## src/rtl/sram_bank_arbiter_pkg.sv

```systemverilog
// Shared types and default widths for the SRAM bank arbiter.
package sram_bank_arb_pkg;

    localparam int unsigned DEF_ADDR_WIDTH  = 8;
    localparam int unsigned DEF_DATA_WIDTH  = 16;
    localparam int unsigned DEF_FETCH_WIDTH = 4;
    localparam int unsigned DEF_OUT_DEPTH   = 2;

    typedef logic [DEF_FETCH_WIDTH-1:0][DEF_DATA_WIDTH-1:0] fetch_t;

    typedef enum logic [1:0] {
        GNT_NONE = 2'd0,
        GNT_WR   = 2'd1,
        GNT_RD   = 2'd2
    } grant_e;

endpackage

```

## src/rtl/sram_bank_arbiter_if.sv

```systemverilog
// Requester and bank-side signals of the SRAM bank arbiter; slave = arbiter side.
interface sram_bank_arbiter_if #(
    parameter int unsigned ADDR_WIDTH  = 8,
    parameter int unsigned DATA_WIDTH  = 16,
    parameter int unsigned FETCH_WIDTH = 4
);
    logic                                   wr_valid;
    logic                                   wr_ready;
    logic [ADDR_WIDTH-1:0]                  wr_addr;
    logic [FETCH_WIDTH-1:0][DATA_WIDTH-1:0] wr_data;
    logic                                   rd_valid;
    logic                                   rd_ready;
    logic [ADDR_WIDTH-1:0]                  rd_addr;
    logic                                   rd_data_valid;
    logic                                   rd_data_ready;
    logic [FETCH_WIDTH-1:0][DATA_WIDTH-1:0] rd_data;
    logic [ADDR_WIDTH-1:0]                  mem_addr_out;
    logic                                   mem_cen_out;
    logic                                   mem_wen_out;
    logic [FETCH_WIDTH-1:0][DATA_WIDTH-1:0] mem_data_out;
    logic [FETCH_WIDTH-1:0][DATA_WIDTH-1:0] mem_data_in;

    modport slave (
        input  wr_valid, wr_addr, wr_data, rd_valid, rd_addr, rd_data_ready, mem_data_in,
        output wr_ready, rd_ready, rd_data_valid, rd_data,
               mem_addr_out, mem_cen_out, mem_wen_out, mem_data_out
    );

    modport master (
        output wr_valid, wr_addr, wr_data, rd_valid, rd_addr, rd_data_ready, mem_data_in,
        input  wr_ready, rd_ready, rd_data_valid, rd_data,
               mem_addr_out, mem_cen_out, mem_wen_out, mem_data_out
    );

endinterface

```

## src/rtl/sram_bank_arbiter_rd_fifo.sv

```systemverilog
// Read-return buffer: DEPTH-entry FIFO with simultaneous push/pop and synchronous flush.
module sram_bank_rd_fifo #(
    parameter int unsigned DEPTH       = 2,
    parameter int unsigned DATA_WIDTH  = 16,
    parameter int unsigned FETCH_WIDTH = 4
) (
    input  logic                                   clk,
    input  logic                                   rst_n,
    input  logic                                   flush,
    input  logic                                   push,
    input  logic                                   pop,
    input  logic [FETCH_WIDTH-1:0][DATA_WIDTH-1:0] push_data,
    output logic [$clog2(DEPTH+1)-1:0]             count,
    output logic                                   head_valid,
    output logic [FETCH_WIDTH-1:0][DATA_WIDTH-1:0] head_data
);
    localparam int unsigned PW = $clog2(DEPTH);
    localparam int unsigned CW = $clog2(DEPTH + 1);

    logic [DEPTH-1:0][FETCH_WIDTH-1:0][DATA_WIDTH-1:0] mem_q, mem_d;
    logic [PW-1:0] wr_ptr_q, wr_ptr_d, rd_ptr_q, rd_ptr_d;
    logic [CW-1:0] count_q, count_d;

    always_comb begin
        mem_d    = mem_q;
        wr_ptr_d = wr_ptr_q;
        rd_ptr_d = rd_ptr_q;
        count_d  = count_q;
        if (flush) begin
            wr_ptr_d = '0;
            rd_ptr_d = '0;
            count_d  = '0;
        end else begin
            if (push) begin
                mem_d[wr_ptr_q] = push_data;
                wr_ptr_d        = wr_ptr_q + PW'(1);
            end
            if (pop) begin
                rd_ptr_d = rd_ptr_q + PW'(1);
            end
            count_d = count_q + CW'(push) - CW'(pop);
        end
    end

    always_ff @(posedge clk or negedge rst_n) begin
        if (!rst_n) begin
            mem_q    <= '0;
            wr_ptr_q <= '0;
            rd_ptr_q <= '0;
            count_q  <= '0;
        end else begin
            mem_q    <= mem_d;
            wr_ptr_q <= wr_ptr_d;
            rd_ptr_q <= rd_ptr_d;
            count_q  <= count_d;
        end
    end

    // Head reads as zero when empty so stale entries never leak out.
    assign count      = count_q;
    assign head_valid = (count_q != '0);
    assign head_data  = head_valid ? mem_q[rd_ptr_q] : '0;

endmodule

```

## src/rtl/sram_bank_arbiter.sv

```systemverilog
// Round-robin arbiter sharing one single-port SRAM bank between a writer and a reader.
// Optional perf counters (conflict_cnt, rd_stall_cnt) enabled by SRAM_BANK_ARB_PERF_EN.
module sram_bank_arbiter
    import sram_bank_arb_pkg::*;
#(
    parameter int unsigned ADDR_WIDTH  = DEF_ADDR_WIDTH,
    parameter int unsigned DATA_WIDTH  = DEF_DATA_WIDTH,
    parameter int unsigned FETCH_WIDTH = DEF_FETCH_WIDTH,
    parameter int unsigned OUT_DEPTH   = DEF_OUT_DEPTH
) (
    input  logic               clk,
    input  logic               rst_n,
    input  logic               clk_en,
    input  logic               flush,
`ifdef SRAM_BANK_ARB_PERF_EN
    output logic [15:0]        conflict_cnt,
    output logic [15:0]        rd_stall_cnt,
`endif
    sram_bank_arbiter_if.slave bus
);
    localparam int unsigned CW = $clog2(OUT_DEPTH + 1);

    grant_e last_grant_q, last_grant_d;
    logic   rd_pend_q, rd_pend_d;
    logic   active, conflict, rd_can, wr_gnt, rd_gnt, push, pop;
    logic   fifo_valid;
    logic [CW-1:0] fifo_count;
    logic [CW:0]   occ;
    logic [FETCH_WIDTH-1:0][DATA_WIDTH-1:0] fifo_head;

    assign active   = clk_en & ~flush;
    assign conflict = bus.wr_valid & bus.rd_valid;
    assign pop      = fifo_valid & bus.rd_data_ready & active;
    assign push     = rd_pend_q & active;

    // Credit check: buffered + in flight - leaving this cycle must leave room.
    assign occ    = (CW+1)'(fifo_count) + (CW+1)'(rd_pend_q) - (CW+1)'(pop);
    assign rd_can = active & (occ < (CW+1)'(OUT_DEPTH));

    always_comb begin
        wr_gnt       = 1'b0;
        rd_gnt       = 1'b0;
        last_grant_d = last_grant_q;
        if (conflict) begin
            if (!rd_can)                    wr_gnt = active;
            else if (last_grant_q == GNT_RD) wr_gnt = 1'b1;
            else                            rd_gnt = 1'b1;
            if (wr_gnt)      last_grant_d = GNT_WR;
            else if (rd_gnt) last_grant_d = GNT_RD;
        end else begin
            wr_gnt = bus.wr_valid & active;
            rd_gnt = bus.rd_valid & rd_can;
        end
        if (flush) last_grant_d = GNT_RD;
    end

    always_comb begin
        rd_pend_d = rd_pend_q;
        if (flush)       rd_pend_d = 1'b0;
        else if (clk_en) rd_pend_d = rd_gnt;
    end

    always_ff @(posedge clk or negedge rst_n) begin
        if (!rst_n) begin
            last_grant_q <= GNT_RD;
            rd_pend_q    <= 1'b0;
        end else begin
            last_grant_q <= last_grant_d;
            rd_pend_q    <= rd_pend_d;
        end
    end

    sram_bank_rd_fifo #(
        .DEPTH      (OUT_DEPTH),
        .DATA_WIDTH (DATA_WIDTH),
        .FETCH_WIDTH(FETCH_WIDTH)
    ) u_fifo (
        .clk       (clk),
        .rst_n     (rst_n),
        .flush     (flush),
        .push      (push),
        .pop       (pop),
        .push_data (bus.mem_data_in),
        .count     (fifo_count),
        .head_valid(fifo_valid),
        .head_data (fifo_head)
    );

    assign bus.wr_ready      = wr_gnt;
    assign bus.rd_ready      = rd_gnt;
    assign bus.rd_data_valid = fifo_valid;
    assign bus.rd_data       = fifo_head;
    assign bus.mem_cen_out   = wr_gnt | rd_gnt;
    assign bus.mem_wen_out   = wr_gnt;
    assign bus.mem_addr_out  = wr_gnt ? bus.wr_addr : (rd_gnt ? bus.rd_addr : ADDR_WIDTH'(0));
    assign bus.mem_data_out  = wr_gnt ? bus.wr_data : '0;

`ifdef SRAM_BANK_ARB_PERF_EN
    logic [15:0] conflict_cnt_q, conflict_cnt_d, rd_stall_cnt_q, rd_stall_cnt_d;

    always_comb begin
        conflict_cnt_d = conflict_cnt_q;
        rd_stall_cnt_d = rd_stall_cnt_q;
        if (flush) begin
            conflict_cnt_d = '0;
            rd_stall_cnt_d = '0;
        end else if (clk_en) begin
            if (conflict && conflict_cnt_q != 16'hFFFF)
                conflict_cnt_d = conflict_cnt_q + 16'd1;
            if (bus.rd_valid && !rd_gnt && rd_stall_cnt_q != 16'hFFFF)
                rd_stall_cnt_d = rd_stall_cnt_q + 16'd1;
        end
    end

    always_ff @(posedge clk or negedge rst_n) begin
        if (!rst_n) begin
            conflict_cnt_q <= '0;
            rd_stall_cnt_q <= '0;
        end else begin
            conflict_cnt_q <= conflict_cnt_d;
            rd_stall_cnt_q <= rd_stall_cnt_d;
        end
    end

    assign conflict_cnt = conflict_cnt_q;
    assign rd_stall_cnt = rd_stall_cnt_q;
`endif

endmodule

```

## src/flat_wrapper.sv

```systemverilog
// flat-port wrapper written by rule: the top's interface ports become plain ports
module sram_bank_arbiter_flat import sram_bank_arb_pkg::*;
#(
    parameter int unsigned ADDR_WIDTH  = DEF_ADDR_WIDTH,
    parameter int unsigned DATA_WIDTH  = DEF_DATA_WIDTH,
    parameter int unsigned FETCH_WIDTH = DEF_FETCH_WIDTH,
    parameter int unsigned OUT_DEPTH   = DEF_OUT_DEPTH
)
  (clk, rst_n, clk_en, flush, bus_wr_valid, bus_wr_addr, bus_wr_data, bus_rd_valid, bus_rd_addr, bus_rd_data_ready, bus_mem_data_in, bus_wr_ready, bus_rd_ready, bus_rd_data_valid, bus_rd_data, bus_mem_addr_out, bus_mem_cen_out, bus_mem_wen_out, bus_mem_data_out);
  sram_bank_arbiter_if #(.ADDR_WIDTH(ADDR_WIDTH), .DATA_WIDTH(DATA_WIDTH), .FETCH_WIDTH(FETCH_WIDTH)) bus_i ();
  input  logic clk;
  input  logic rst_n;
  input  logic clk_en;
  input  logic flush;
  input wire logic [$bits(bus_i.wr_valid)-1:0] bus_wr_valid;
  input wire logic [$bits(bus_i.wr_addr)-1:0] bus_wr_addr;
  input wire logic [$bits(bus_i.wr_data)-1:0] bus_wr_data;
  input wire logic [$bits(bus_i.rd_valid)-1:0] bus_rd_valid;
  input wire logic [$bits(bus_i.rd_addr)-1:0] bus_rd_addr;
  input wire logic [$bits(bus_i.rd_data_ready)-1:0] bus_rd_data_ready;
  input wire logic [$bits(bus_i.mem_data_in)-1:0] bus_mem_data_in;
  output wire logic [$bits(bus_i.wr_ready)-1:0] bus_wr_ready;
  output wire logic [$bits(bus_i.rd_ready)-1:0] bus_rd_ready;
  output wire logic [$bits(bus_i.rd_data_valid)-1:0] bus_rd_data_valid;
  output wire logic [$bits(bus_i.rd_data)-1:0] bus_rd_data;
  output wire logic [$bits(bus_i.mem_addr_out)-1:0] bus_mem_addr_out;
  output wire logic [$bits(bus_i.mem_cen_out)-1:0] bus_mem_cen_out;
  output wire logic [$bits(bus_i.mem_wen_out)-1:0] bus_mem_wen_out;
  output wire logic [$bits(bus_i.mem_data_out)-1:0] bus_mem_data_out;
  assign bus_i.wr_valid = bus_wr_valid;
  assign bus_i.wr_addr = bus_wr_addr;
  assign bus_i.wr_data = bus_wr_data;
  assign bus_i.rd_valid = bus_rd_valid;
  assign bus_i.rd_addr = bus_rd_addr;
  assign bus_i.rd_data_ready = bus_rd_data_ready;
  assign bus_i.mem_data_in = bus_mem_data_in;
  assign bus_wr_ready = bus_i.wr_ready;
  assign bus_rd_ready = bus_i.rd_ready;
  assign bus_rd_data_valid = bus_i.rd_data_valid;
  assign bus_rd_data = bus_i.rd_data;
  assign bus_mem_addr_out = bus_i.mem_addr_out;
  assign bus_mem_cen_out = bus_i.mem_cen_out;
  assign bus_mem_wen_out = bus_i.mem_wen_out;
  assign bus_mem_data_out = bus_i.mem_data_out;
  sram_bank_arbiter #(.ADDR_WIDTH(ADDR_WIDTH), .DATA_WIDTH(DATA_WIDTH), .FETCH_WIDTH(FETCH_WIDTH), .OUT_DEPTH(OUT_DEPTH)) u_core (.clk(clk), .rst_n(rst_n), .clk_en(clk_en), .flush(flush), .bus(bus_i));
endmodule
```

## config.mk

```make
export PLATFORM = sky130hd
export DESIGN_NAME = sram_bank_arbiter_flat
export DESIGN_NICKNAME = d
export VERILOG_FILES = /design/src/rtl/sram_bank_arbiter_pkg.sv /design/src/rtl/sram_bank_arbiter_if.sv /design/src/rtl/sram_bank_arbiter_rd_fifo.sv /design/src/rtl/sram_bank_arbiter.sv /design/src/flat_wrapper.sv
export SDC_FILE = /design/constraint.sdc
export NUM_CORES = 1
export LEC_CHECK = 0
export BUFFER_PORTS_ARGS = -buffer_cell sky130_fd_sc_hd__buf_2
export CAP_MARGIN = 15
export CORE_MARGIN = 1.5
export CORE_UTILIZATION = 45
export DETAILED_ROUTE_END_ITERATION = 12
export PLACE_DENSITY = 0.76
export SYNTH_ARGS = -nofsm -noshare
export SYNTH_HDL_FRONTEND = slang
export SYNTH_SLANG_ARGS = --single-unit
export TNS_END_PERCENT = 50
```

## constraint.sdc

```tcl
create_clock -name clk -period 5.1 [get_ports clk]
set_input_delay 1.02 -clock clk [delete_from_list [all_inputs] [get_ports clk]]
set_output_delay 1.02 -clock clk [all_outputs]
set_load 0.03 [all_outputs]
```

Word level (Yosys, flattened, before mapping)
Index checks and enable logic that the tools add are counted.
Cells by class
  mux-type cells: 28
  bitwise logic cells: 10
  add/sub/neg operators: 6
  reductions and logical operators: 9
  order comparisons: 4
  equal/unequal tests: 1
Operator list (count)
  two-way mux 64 bit: 5
  bitwise mux 128 bit: 1
  demux 64 bit (select 1 bit): 1
  two-way mux 8 bit: 2
  two-way mux 1 bit: 14
  two-way mux 2 bit: 5
  nonzero test 2 bit: 5
  AND 1 bit: 8
  less-than comparator 1 x 2 -> 1 bit, second input constant: 2
  AND reduction 2 bit: 2
  adder 2 x 1 -> 3 bit: 1
  less-than comparator 3 x 2 -> 1 bit, second input constant: 1
  nonzero test 3 bit: 1
  subtractor 3 x 1 -> 3 bit: 1
  adder 1 bit, second input constant: 2
  adder 2 x 1 -> 2 bit: 1
  equality test 2 bit, second input constant: 1
  subtractor 2 x 1 -> 2 bit: 1
  greater-or-equal comparator 1 bit, second input constant: 1
  logical AND 1 bit: 1
  NOT 1 bit: 1
  bitwise OR 1 bit: 1
Storage, ports and cells
  output and inout port bits: 141
  register bits: 135
  logic and storage cells: 71

Longest topological paths before layout
Gate-level depths: netlist of run 1.
  depth in word-level cells: 12
  depth in mapped cells: 10
  gate-level depth less buffers: 7

Modules after synthesis
From an unflattened synthesis of run 1, not the netlist that was laid out.
Second synthesis, totals
  cell total of the unflattened synthesis: 629
  area, all modules: 7313.3 sq um
Modules (own cells, without submodules)
  sram_bank_rd_fifo: times used 1, area an instance 6256.0 sq um, cells an instance 431
  sram_bank_arbiter: times used 1, area an instance 1057.3 sq um, cells an instance 198

Worst setup path before layout of run 1
OpenSTA, ideal clock, no wires.
  path kind: input to output
  from: input flush
  to: output bus_wr_ready
  cell stages on the path: 10
  path buffers: 3
  slack: 0.708 ns
  arrival: 3.372 ns
  cells stage by stage: buf_4 -> nand3b_1 -> xnor2_1 -> nand2_1 -> fa_1 -> xor2_1 -> o31ai_4 -> clkbuf_1 -> nor2_1 -> buf_4
Between the ends
  cells in the longest elaborated chain, start to end: 9
  elaborated cells between the ends (all ways): 10
  those cells by class: add/sub (1); order compare (1); mux (3); bitwise (5)
RTL lines
  from (decl): RTL line flat_wrapper.sv:14  | input logic flush;
  NOT 1 bit (no source line) *
  AND 1 bit *: RTL line sram_bank_arbiter.sv:31  | assign active = clk_en & ~flush;
  AND 1 bit: RTL line sram_bank_arbiter.sv:33  | assign pop = fifo_valid & bus.rd_data_ready & active;
  subtractor 3 x 1 -> 3 bit: RTL line sram_bank_arbiter.sv:37  | assign occ = (CW+1)'(fifo_count) + (CW+1)'(rd_pend_q) - (CW+1)'(pop);
  less-than comparator 3 x 2 -> 1 bit: RTL line sram_bank_arbiter.sv:38  | assign rd_can = active & (occ < (CW+1)'(OUT_DEPTH));
  AND 1 bit: RTL line sram_bank_arbiter.sv:38
  two-way mux 1 bit: RTL line sram_bank_arbiter.sv:45  | if (!rd_can) wr_gnt = active;
  two-way mux 1 bit: RTL line sram_bank_arbiter.sv:44  | if (conflict) begin
  two-way mux 1 bit *: RTL line sram_bank_arbiter.sv:44
  to (decl): RTL line flat_wrapper.sv:22  | output wire logic [$bits(bus_i.wr_ready)-1:0] bus_wr_ready;
Mark *: on every way between the ends. The rest lies on a longest branch, timed or not. The select of a mux whose other input is x is not followed.

Worst setup path in the final report of run 1
  from: input flush
  to: output bus_mem_addr_out[4]
Between the ends
  cells in the longest elaborated chain, start to end: 11
  elaborated cells between the ends (all ways): 16
  those cells by class: add/sub (1); order compare (1); mux (8); bitwise (6)
RTL lines
  NOT 1 bit (no source line) *
  AND 1 bit *: RTL line sram_bank_arbiter.sv:31
  AND 1 bit: RTL line sram_bank_arbiter.sv:33
  subtractor 3 x 1 -> 3 bit: RTL line sram_bank_arbiter.sv:37
  less-than comparator 3 x 2 -> 1 bit: RTL line sram_bank_arbiter.sv:38
  AND 1 bit: RTL line sram_bank_arbiter.sv:38
  two-way mux 1 bit: RTL line sram_bank_arbiter.sv:45
  two-way mux 1 bit (2 in a row): RTL line sram_bank_arbiter.sv:44
  two-way mux 8 bit: RTL line sram_bank_arbiter.sv:95  | assign bus.mem_addr_out = wr_gnt ? bus.wr_addr : (rd_gnt ? bus.rd_addr : ADDR_WIDTH'(0));
  two-way mux 8 bit *: RTL line sram_bank_arbiter.sv:95
  to (decl): RTL line flat_wrapper.sv:26  | output wire logic [$bits(bus_i.mem_addr_out)-1:0] bus_mem_addr_out;
Marked as above.

==> summary.md, run 1 <==
| Metric | Value |
|---|---|
| DRC | `0` |
| Clk_skew | `0.00776 ns` |
| Post-Synth Adder-Cell Area | `0.644%` |
| Critical path peak fanout | `43` |
| Synth Register Bits | `135` |
| Die H | `128 um` |
| Worst EP arrival | `3.35 ns` |
| Pins Over Slew Limit | `0` |
| GR peak layer | `met2` |
| Ys Warns | `0` |
| Post CTS Setup Buffer Count | `0` |
| Sequential Power Share | `43.7%` |
| Met2 Track Usage GR | `38.0%` |
| First-pass GRT wire length | `28500 um` |
| Synthesized area per cell | `11.0 um^2` |
| 1st-pass router iterations | `4` |
| Int Pwr | `2.23 mW` |
| Cts repair resizes | `0` |
| Clock Tree Buf Depth | `2` |
| Congestion Overflow GR | `0` |
| Status | `finished clean` |
| Global-route usage over all layers | `23.1%` |
| Most common cell after layout, fill and taps aside | `buf_2` |
| WP data required | `4.08 ns` |
| CP max stage delay | `0.41 ns` |
| Layout Cells excl Fill | `1112` |
| DIE AREA | `16300 um^2` |
| Htree depth | `4` |
| Max_slew headroom | `31.2%` |
| CP Cell Sequence | `buf_2 > nand3b_1 > xnor2_1 > nand2_1 > fa_1 > xor2_1 > o31ai_4 > buf_4 > o22ai_1 > buf_2` |
| Antenna violations before repair | `6` |
| Number of I/O pins | `292` |
| Fin Setup TNS | `0 ns` |
| Placed wire-length estimate | `13300 um` |
| CTS tree | `built` |
| VDD IR-drop max | `0.216 mV` |
| Period minus WS final | `4.37 ns` |
| Slew @ Worst Pin | `1.03 ns` |
| CP dominant cell by count | `buf_2` |
| NetSw | `830 uW` |
| Antenna viol nets, final | `0` |
| Gate power share | `17.4%` |
| Wire per inst | `16.8 um` |
| CP endpoint kind | `output pin` |
| Die W | `128 um` |
| CP Launch Type | `input pin` |
| Slowest CP cell | `buf_4` |
| RSZ-0062 raised after global routing | `no` |
| Hold WS | `0.487 ns` |
| Vias | `5702` |
| Final setup vio count | `0` |
| Root Driver | `clkbuf_16` |
| Register area | `3380 um^2` |
| Power per cell area | `339 nW/um^2` |
| Post-Synth Simple-Gate Area | `11.0%` |
| Fmax achieved | `229 MHz` |
| Grt met1 use | `25.6%` |
| Post-synth ARST share | `100%` |
| Clk sinks | `135` |
| Synth top area cells | `dfrtp_1, mux2_2, mux2i_1` |
| Area of the multi-input gates | `3070 um^2` |
| Leading area contributor after synthesis | `dfrtp_1` |
| Syn-to-layout area delta | `29.5%` |
| Final Cycle Share | `85.6%` |
| Post-synth cell types | `36` |
| Initial Util | `46.0%` |
| Max-Cap Viols | `0` |
| Vias per cell | `5.13` |
| Hold Vio Cnt, Final | `0` |
| Clock Power Share | `39.0%` |
| Total CTS buffers | `17` |
| Worst hold path class | `flip-flop to flip-flop` |
| Multiplexer area fraction after synthesis | `29.8%` |
| Worst skew pair latency | `0.42 ns` |
| Yosys top cell area share | `48.0%` |
| Fillers | `1325` |
| Nets | `1059` |
| Clk slew on worst S/H paths | `0.06 ns` |
| Vias in the first global route | `5655` |
| DR iter-0 viols | `319` |
| RePlAce Congestion | `0.996` |
| XOR/XNOR share of the synthesized area | `0.627%` |
| I/O Buffers | `291` |
| Row cnt | `45` |
| Grt met3 use | `8.25%` |
| Largest family of logic cells by synthesized area | `multiplexers` |
| Main synth FF type | `dfrtp_1` |
| Core area | `15200 um^2` |
| # hold bufs at CTS | `0` |
| Mapped Area | `6990 um^2` |
| Compound-cell area share of the yosys netlist | `1.68%` |
| Syn_nets | `788` |
| Largest net degree at the start of global routing | `101` |
| Post-synth EDFFs | `0` |
| Gate Count Post-Synth | `634` |
| Switching share of total power | `27.1%` |
| Post-Route WL | `18700 um` |
| Dpl cells | `1074` |
| Worst setup path class | `input pin to output pin` |
| Seq/Total Area, Yosys | `48.4%` |
| Proportion of layout cells with a drive suffix above 1 | `49.7%` |
| Lkg Pwr | `4.82 nW` |
| Most frequent cells in the layout | `buf_2, dfrtp_1, mux2_2` |
==> critical path, delay by kind of cell <==
kind	cells	cell delay [ns]
buf+inv	3	0.77
compound gates	2	0.47
xor+xnor	2	0.39
fa+ha+maj	1	0.38
simple gates	2	0.30
==> flip-flops by register name, summed over array words and instances, names as in the netlist <==
name                    cells
u_core.rd_pend_q            1
u_core.u_fifo.wr_ptr_q      1
u_core.u_fifo.rd_ptr_q      1
u_core.u_fifo.count         2
u_core.u_fifo.mem_q       128
u_core.last_grant_q         2
==> stage by stage <==
stage                     util, %  power [mW]  instance area (um^2)  worst slack (ns)
after CTS                    59.4        3.10                  9040             0.733
after global routing         59.5        3.21                  9050             0.598
after floorplan                 -        1.70                  6990             0.708
after global placement       55.6        1.87                  8460             0.776
final                        59.5        3.06                  9050             0.732
after detailed placement     55.6        1.89                  8460             0.729
==> power by group through the flow <==
stage          logic, mW  registers, mW  clock network (mW)
6_report           0.532           1.34                1.19
5_1_grt            0.585           1.36                1.27
4_1_cts            0.538           1.34                1.22
3_5_place_dp       0.534           1.36                   0
3_3_place_gp       0.520           1.35                   0
2_1_floorplan      0.377           1.33                   0
==> per-layer routing <==
layer  wire length (um)  share of wire [%]
met5                  0                  0
met3               1690                9.1
met1               7300                 39
met4                697                3.7
met2               9020                 48
==> synth_stat cells (all sizes together), types with 3 or more instances <==
cell / n
mux2: 128
dfrtp: 134
xor2: 3
mux2i: 64
nand2: 21
nor3: 66
clkbuf: 18
inv: 66
nor2: 73
o22ai: 8
buf: 29
==> final timing paths <==
check	from	end	slack, ns	depth (start not counted)
worst max-delay path	flush	bus_mem_addr_out[4]	0.73	10
worst min register to register	u_core.u_fifo.mem_q[58]	u_core.u_fifo.mem_q[58]	0.49	1
worst min-delay path	u_core.u_fifo.mem_q[58]	u_core.u_fifo.mem_q[58]	0.49	1
min in group asynchronous	rst_n	u_core.u_fifo.mem_q[19]	0.70	1
worst max register to register	u_core.rd_pend_q	u_core.rd_pend_q	2.85	6
max in group asynchronous	rst_n	u_core.u_fifo.mem_q[60]	3.37	2
==> logic make-up (layout without fill, tap and decap cells) <==
group / count (synthesis) / count (layout)
buffers and inverters: 113 / 397
other: 0 / 6
AND/OR/NAND/NOR: 170 / 170
XOR/XNOR: 5 / 5
AO/OA/AOI/OAI: 16 / 16
adder cells (fa/ha/maj): 3 / 3
flip-flops: 135 / 135
multiplexers: 192 / 192
==> cell type report <==
class / instances / share of cell area (%)
multi-input cells: 386 / 33.9
inverters: 66 / 2.74
flip-flops and latches: 135 / 37.4
repair buffers: 299 / 16.8
clock buffers: 18 / 4.74
diodes: 6 / 0.166
clock inverters: 14 / 1.66
well taps: 188 / 2.60
No activity file was read; power rests on OpenSTA's default activity.
==> run 2: changes to the inputs <==
--- a/config.mk
+++ b/config.mk
@@ -11,6 +11,7 @@
 export CORE_UTILIZATION = 45
 export DETAILED_ROUTE_END_ITERATION = 12
 export PLACE_DENSITY = 0.76
+export REMOVE_ABC_BUFFERS = 1
 export SYNTH_ARGS = -nofsm -noshare
 export SYNTH_HDL_FRONTEND = slang
 export SYNTH_SLANG_ARGS = --single-unit
==> run 2 against run 1 <==
Cell count decreased by 0.18%. Register-to-register slack about the same. Clock power increased by 4%. Count of clock-buffer cells in the layout increased by 3. Sequential cell count unchanged.
==> summary.md, run 2 (same netlist as run 1, synthesis figures left out) <==
| Metric | Value |
|---|---|
| Max_slew headroom | `27.8% (-3.4 points)` |
| Design area | `9090 um^2 (+0.44%)` |
| Global-route usage over all layers | `25.9% (+2.8 points)` |
| Hold Vio Cnt, Final | `0 (unchanged)` |
| Vias per cell | `5.15 (+0.48%)` |
| Htree depth | `4 (unchanged)` |
| Int Pwr | `2.31 mW (+3.3%)` |
| Top reg by flops | `u_core.u_fifo.mem_q` |
| Sequential Power Share | `42.9% (-0.8 points)` |
| Wire per inst | `18.8 um (+12%)` |
| Pins Over Slew Limit | `0 (unchanged)` |
| DIE AREA | `16300 um^2 (unchanged)` |
| Placed wire-length estimate | `15500 um (+16%)` |
| Total CTS buffers | `17 (unchanged)` |
| Gate power share | `17.3% (about the same)` |
| Vias | `5719 (+0.30%)` |
| Worst EP arrival | `3.26 ns (-0.09 ns)` |
| CP endpoint kind | `output pin` |
| Layout Cells excl Fill | `1110 (-0.18%)` |
| Clk slew on worst S/H paths | `0.05 ns (about the same)` |
| Most frequent cells in the layout | `buf_2, dfrtp_1, mux2_2` |
| Final Cycle Share | `83.9% (-1.8 points)` |
| Post-Route WL | `20900 um (+11%)` |
| Largest net degree at the start of global routing | `74 (-27%)` |
| Die W | `128 um (unchanged)` |
| Antenna viol nets, final | `0 (unchanged)` |
| Congestion Overflow GR | `0 (unchanged)` |
| Max-Cap Viols | `0 (unchanged)` |
| Hold WS | `0.488 ns (+0.000355 ns)` |
| Cts repair resizes | `0 (unchanged)` |
| VDD IR-drop max | `0.234 mV (+8.2%)` |
| Worst setup path class | `input pin to output pin` |
| CP Launch Type | `input pin` |
| Vias in the first global route | `5738 (+1.5%)` |
| Fillers | `1326 (+0.075%)` |
| CTS tree | `built` |
| Core area | `15200 um^2 (unchanged)` |
| Most common cell after layout, fill and taps aside | `buf_2` |
| Clock Power Share | `39.9% (+0.9 points)` |
| First-pass GRT wire length | `31700 um (+11%)` |
| Slew @ Worst Pin | `1.08 ns (+0.0511 ns)` |
| Root Driver | `clkbuf_16` |
| Max reg flops | `128 (unchanged)` |
| 1st-pass router iterations | `5 (+1)` |
| I/O Buffers | `291 (unchanged)` |
| Lkg Pwr | `4.84 nW (+0.36%)` |
| Row cnt | `45 (unchanged)` |
| Antenna violations before repair | `4 (-2)` |
| Fmax achieved | `234 MHz (+2.1%)` |
| Clock Tree Buf Depth | `2 (unchanged)` |
| Die H | `128 um (unchanged)` |
| RePlAce Congestion | `0.951 (-4.6%)` |
| Proportion of layout cells with a drive suffix above 1 | `49.5% (-0.22 points)` |
| Period minus WS final | `4.28 ns (-0.0899 ns)` |
| Status | `finished clean` |
| Worst hold path class | `flip-flop to flip-flop` |
| Initial Util | `46.0% (unchanged)` |
| RSZ-0062 raised after global routing | `no` |
| Clk_skew | `0.00792 ns (+0.000153 ns)` |
| Dpl cells | `1073 (-0.093%)` |
| Nets | `1058 (-0.094%)` |
| Clk sinks | `135 (unchanged)` |
| NetSw | `814 uW (-2.0%)` |
| WP data required | `4.08 ns (about the same)` |
| Number of I/O pins | `292 (unchanged)` |
| Total Power | `3.12 mW (+1.9%)` |
| Critical path peak fanout | `73 (+70%)` |
| Placed cell area | `8470 um^2 (+0.16%)` |
| DR iter-0 viols | `223 (-30%)` |
| Syn-to-layout area delta | `30.1%` |
| Worst skew pair latency | `0.41 ns (about the same)` |
| Power per cell area | `343 nW/um^2 (+1.5%)` |
| Post CTS Setup Buffer Count | `0 (unchanged)` |
| # hold bufs at CTS | `0 (unchanged)` |
| DRC | `0 (unchanged)` |
| Switching share of total power | `26.1% (-1.0 points)` |
| Final setup vio count | `0 (unchanged)` |
run 2: cell types whose count changed in the layout (fill, tap and decap cells not counted), sizes merged:
cell / before / now
buf: 299 / 298
bufinv: 2 / 3
clkbuf: 18 / 21
clkinv: 6 / 4
clkinvlp: 3 / 2
inv: 69 / 67
run 2: cell type report:
type | instances | area, um^2 | share of cell area, %
diodes | 6 | 15.0 | 0.165
clock buffers | 21 | 460 | 5.06
clock inverters | 10 | 145 | 1.60
inverters | 66 | 248 | 2.73
multi-input cells | 386 | 3070 | 33.7
flip-flops and latches | 135 | 3380 | 37.2
well taps | 188 | 235 | 2.59
repair buffers | 298 | 1540 | 16.9
run 2: per-layer routing:
layer  GRT usage (%)  share of wire (%)
met1            29.8                 40
met2            44.9                 50
met3            6.74                6.6
met4            12.4                3.7
met5               0                  0
run 2: worst max-delay path, stage by stage:
cell and delay (ns):
buf_2 0.15, nand3b_1 0.22, xnor2_1 0.17, nand2_1 0.09, fa_1 0.38, xor2_1 0.23, o31ai_4 0.31, buf_12 0.31
nor2_1 0.10, buf_2 0.25
run 2: final timing paths:
kind | startpoint | to | slack (ns) | depth (start not counted)
max | flush | bus_wr_ready | 0.82 | 10
min | u_core.u_fifo.mem_q[23] | u_core.u_fifo.mem_q[23] | 0.49 | 1
max reg2reg | u_core.rd_pend_q | u_core.u_fifo.mem_q[47] | 2.86 | 4
min reg2reg | u_core.u_fifo.mem_q[23] | u_core.u_fifo.mem_q[23] | 0.49 | 1
max in group asynchronous | rst_n | u_core.u_fifo.mem_q[86] | 3.51 | 2
min in group asynchronous | rst_n | u_core.u_fifo.mem_q[108] | 0.73 | 1
run 2: power by group through the flow:
stage	sequential, mW	clock [mW]	combinational, mW
after CTS	1.34	1.27	0.545
after detailed placement	1.36	0	0.540
after global placement	1.34	0	0.525
after floorplan	1.33	0	0.362
after global routing	1.36	1.32	0.590
final	1.34	1.24	0.539
run 2: metrics by stage:
stage,utilization (%),setup slack (ns),TNS [ns]
floorplan,-,-1.56,-100.63
global placement,55.7,0.877,0
detailed placement,55.7,0.857,0
CTS,59.7,0.842,0
global route,59.8,0.612,0
finish,59.8,0.822,0
==> run 3: changes to the inputs <==
--- a/config.mk
+++ b/config.mk
@@ -8,9 +8,9 @@
 export BUFFER_PORTS_ARGS = -buffer_cell sky130_fd_sc_hd__buf_2
 export CAP_MARGIN = 15
 export CORE_MARGIN = 1.5
-export CORE_UTILIZATION = 45
+export CORE_UTILIZATION = 44
 export DETAILED_ROUTE_END_ITERATION = 12
-export PLACE_DENSITY = 0.76
+export PLACE_DENSITY = 0.77
 export REMOVE_ABC_BUFFERS = 1
 export SYNTH_ARGS = -nofsm -noshare
 export SYNTH_HDL_FRONTEND = slang
==> constraint.sdc (replaced) <==
create_clock -name clk -period 3.9 [get_ports clk]
set_input_delay 0.78 -clock clk [delete_from_list [all_inputs] [get_ports clk]]
set_output_delay 0.78 -clock clk [all_outputs]
set_load 0.03 [all_outputs]
==> run 3 against run 2 <==
Total power rose by 30%. Cell count rose by 2.8%. Critical endpoint is now bus_mem_data_out[4]. Core utilization rose by 0.26 points. First-iteration DRC count fell by 20%. Wire length fell by 0.75%. Critical path type unchanged. Non-clock buffer count rose by 6. Setup slack got worse by 0.71 ns. Die area rose by 2.2%. Cell area rose by 1.6%. Sequential share of layout area fell by 0.57 points. Combinational power rose by 32%.
==> summary.md, run 3 (same netlist as run 1, synthesis figures left out) <==
| Metric | Value |
|---|---|
| Most frequent cells in the layout | `buf_2, dfrtp_1, mux2_2` |
| Post-Route WL | `20700 um (-0.75%)` |
| RePlAce Congestion | `0.900 (-5.3%)` |
| Number of I/O pins | `292 (unchanged)` |
| Initial Util | `45.5% (-0.51 points)` |
| Final Cycle Share | `97.1%` |
| Int Pwr | `2.97 mW (+29%)` |
| Gate power share | `17.5% (+0.2 points)` |
| Placed wire-length estimate | `15300 um (-1.2%)` |
| Vias per cell | `5.03 (-2.4%)` |
| Worst hold path class | `input pin to asynchronous set/reset pin` |
| Worst EP arrival | `3.01 ns (-0.25 ns)` |
| Slowest CP cell | `fa_1` |
| Status | `finished clean` |
| Clk slew on worst S/H paths | `0.06 ns (about the same)` |
| Die H | `129 um (+1.1%)` |
| WP data required | `3.12 ns (-0.96 ns)` |
| Post-place setup slack | `0.114 ns (-0.743 ns)` |
| Syn-to-layout area delta | `32.1%` |
| Max_slew headroom | `46.4% (+19 points)` |
| Antenna viol nets, final | `0 (unchanged)` |
| Most common cell after layout, fill and taps aside | `buf_2` |
| CP Buf/Inv Count | `4 (+1)` |
| Design area | `9230 um^2 (+1.6%)` |
| Largest net degree at the start of global routing | `75 (+1.4%)` |
| Nets | `1064 (+0.57%)` |
| Crit path max-delay family | `buffers and inverters` |
| First-pass GRT wire length | `30800 um (-3.0%)` |
| Total CTS buffers | `17 (unchanged)` |
| Power per cell area | `440 nW/um^2 (+28%)` |
| Vias in the first global route | `5683 (-0.96%)` |
| # hold bufs at CTS | `0 (unchanged)` |
| Dpl cells | `1102 (+2.7%)` |
| Placed cell area | `8610 um^2 (+1.7%)` |
| CP Cell Sequence | `buf_2 > nand3b_1 > xnor2_1 > nand2_1 > fa_1 > xor2_2 > o31ai_4 > buf_12 > buf_12 > nor3_1 > buf_2` |
| Cells on worst reg2reg path | `8 (+4)` |
| Sequential Power Share | `43.2% (+0.3 points)` |
| Layout Cells excl Fill | `1141 (+2.8%)` |
| R2R Path End | `u_core.u_fifo.count[1]` |
| Die W | `129 um (+1.1%)` |
| Top reg by flops | `u_core.u_fifo.mem_q` |
| 1st-pass router iterations | `4 (-1)` |
| Setup WS post-layout | `0.115 ns (-0.707 ns)` |
| Post CTS Setup Buffer Count | `0 (unchanged)` |
| Post-layout util | `60.1% (+0.26 points)` |
| VDD IR-drop max | `0.378 mV (+62%)` |
| Total Power | `4.06 mW (+30%)` |
| DR iter-0 viols | `178 (-20%)` |
| CP max stage delay | `0.42 ns (+0.04 ns)` |
| Period minus WS final | `3.79 ns` |
| Wire per inst | `18.2 um (-3.4%)` |
| Congestion Overflow GR | `0 (unchanged)` |
| Lkg Pwr | `4.89 nW (+1.0%)` |
| Htree depth | `4 (unchanged)` |
| Proportion of layout cells with a drive suffix above 1 | `50.2% (+0.71 points)` |
| Clk_skew | `0.00684 ns (-0.00108 ns)` |
| Reg-to-Reg Start | `u_core.u_fifo.count[1]` |
| Pins Over Slew Limit | `0 (unchanged)` |
| Core area | `15400 um^2 (+1.1%)` |
| RSZ-0062 raised after global routing | `no` |
| Critical path peak fanout | `39 (-47%)` |
| Max reg flops | `128 (unchanged)` |
| CP Launch Type | `input pin` |
| Fillers | `1324 (-0.15%)` |
| Antenna violations before repair | `8 (+4)` |
| CTS tree | `built` |
| I/O Buffers | `291 (unchanged)` |
| CP endpoint kind | `output pin` |
| DRC | `0 (unchanged)` |
| Global-route usage over all layers | `24.9% (-0.98 points)` |
| R2r setup slk | `1.74 ns (-1.12 ns)` |
| Hold WS | `0.329 ns (-0.158 ns)` |
| Clock Tree Buf Depth | `2 (unchanged)` |
| Hold Vio Cnt, Final | `0 (unchanged)` |
| Max-Cap Viols | `0 (unchanged)` |
| NetSw | `1.09 mW (+34%)` |
| DIE AREA | `16700 um^2 (+2.2%)` |
| Slew @ Worst Pin | `0.804 ns (-0.278 ns)` |
| Switching share of total power | `26.9% (+0.84 points)` |
| Root Driver | `clkbuf_16` |
| Final setup vio count | `0 (unchanged)` |
| Vias | `5736 (+0.30%)` |
| Clock Power Share | `39.3% (-0.6 points)` |
| Worst skew pair latency | `0.41 ns (about the same)` |
| Row cnt | `45 (unchanged)` |
| Worst setup path class | `input pin to output pin` |
| Fmax achieved | `264 MHz` |
| Fin Setup TNS | `0 ns (unchanged)` |
| CP Depth | `11 (+1)` |
| Clk sinks | `135 (unchanged)` |
-- run 3: changes by cell type in the layout (fill, tap and decap cells not counted), sizes merged --
cell      previous run  this run
buf                298       304
clkbuf              21        19
inv                 67        69
bufinv               3         2
clkinv               4         5
clkinvlp             2         3
diode                6         7
-- run 3: cell type report --
type	instances	area, um^2	area share [%]
multi-input combinational	386	3080	33.3
timing repair buffer	304	1650	17.8
sequential	135	3380	36.6
clock buffer	19	453	4.91
clock inverter	13	144	1.56
tap	211	264	2.86
inverter	66	248	2.68
antenna	7	17.5	0.190
-- run 3: layer usage --
metal / GRT usage, % / part of all wire, % / vias to the layer above
met2: 42.7 / 49 / 227
met5: 0 / 0.058 / -
met1: 27.4 / 39 / 2790
met3: 8.84 / 8.0 / 30
met4: 12.6 / 3.6 / 2
li1: - / - / 2687
-- run 3: worst max-delay path by stage --
stage,startpoint,end,slack [ns]
3_5_place_dp,clk_en,bus_mem_data_out[44],0.11
3_3_place_gp,clk_en,bus_mem_data_out[22],0.24
6_report,clk_en,bus_mem_data_out[4],0.11
2_1_floorplan,u_core.u_fifo.count[1],bus_mem_wen_out,-2.52
4_1_cts,clk_en,bus_mem_data_out[44],0.11
5_1_grt,clk_en,bus_mem_data_out[4],0.004
-- run 3: timing repair --
| action | 4_1_cts | 5_1_grt |
|---|---|---|
| endpoints found under the hold margin | 0 | 0 |
| endpoints found under the setup margin | 0 | 18 |
| gates resized for setup | 0 | 1 |
-- run 3: power groups by stage --
stage	clock, mW	sequential [mW]	combinational, mW
5_1_grt	1.67	1.78	0.781
6_report	1.59	1.75	0.710
3_3_place_gp	0	1.76	0.690
3_5_place_dp	0	1.78	0.711
2_1_floorplan	0	1.74	0.474
4_1_cts	1.62	1.75	0.718
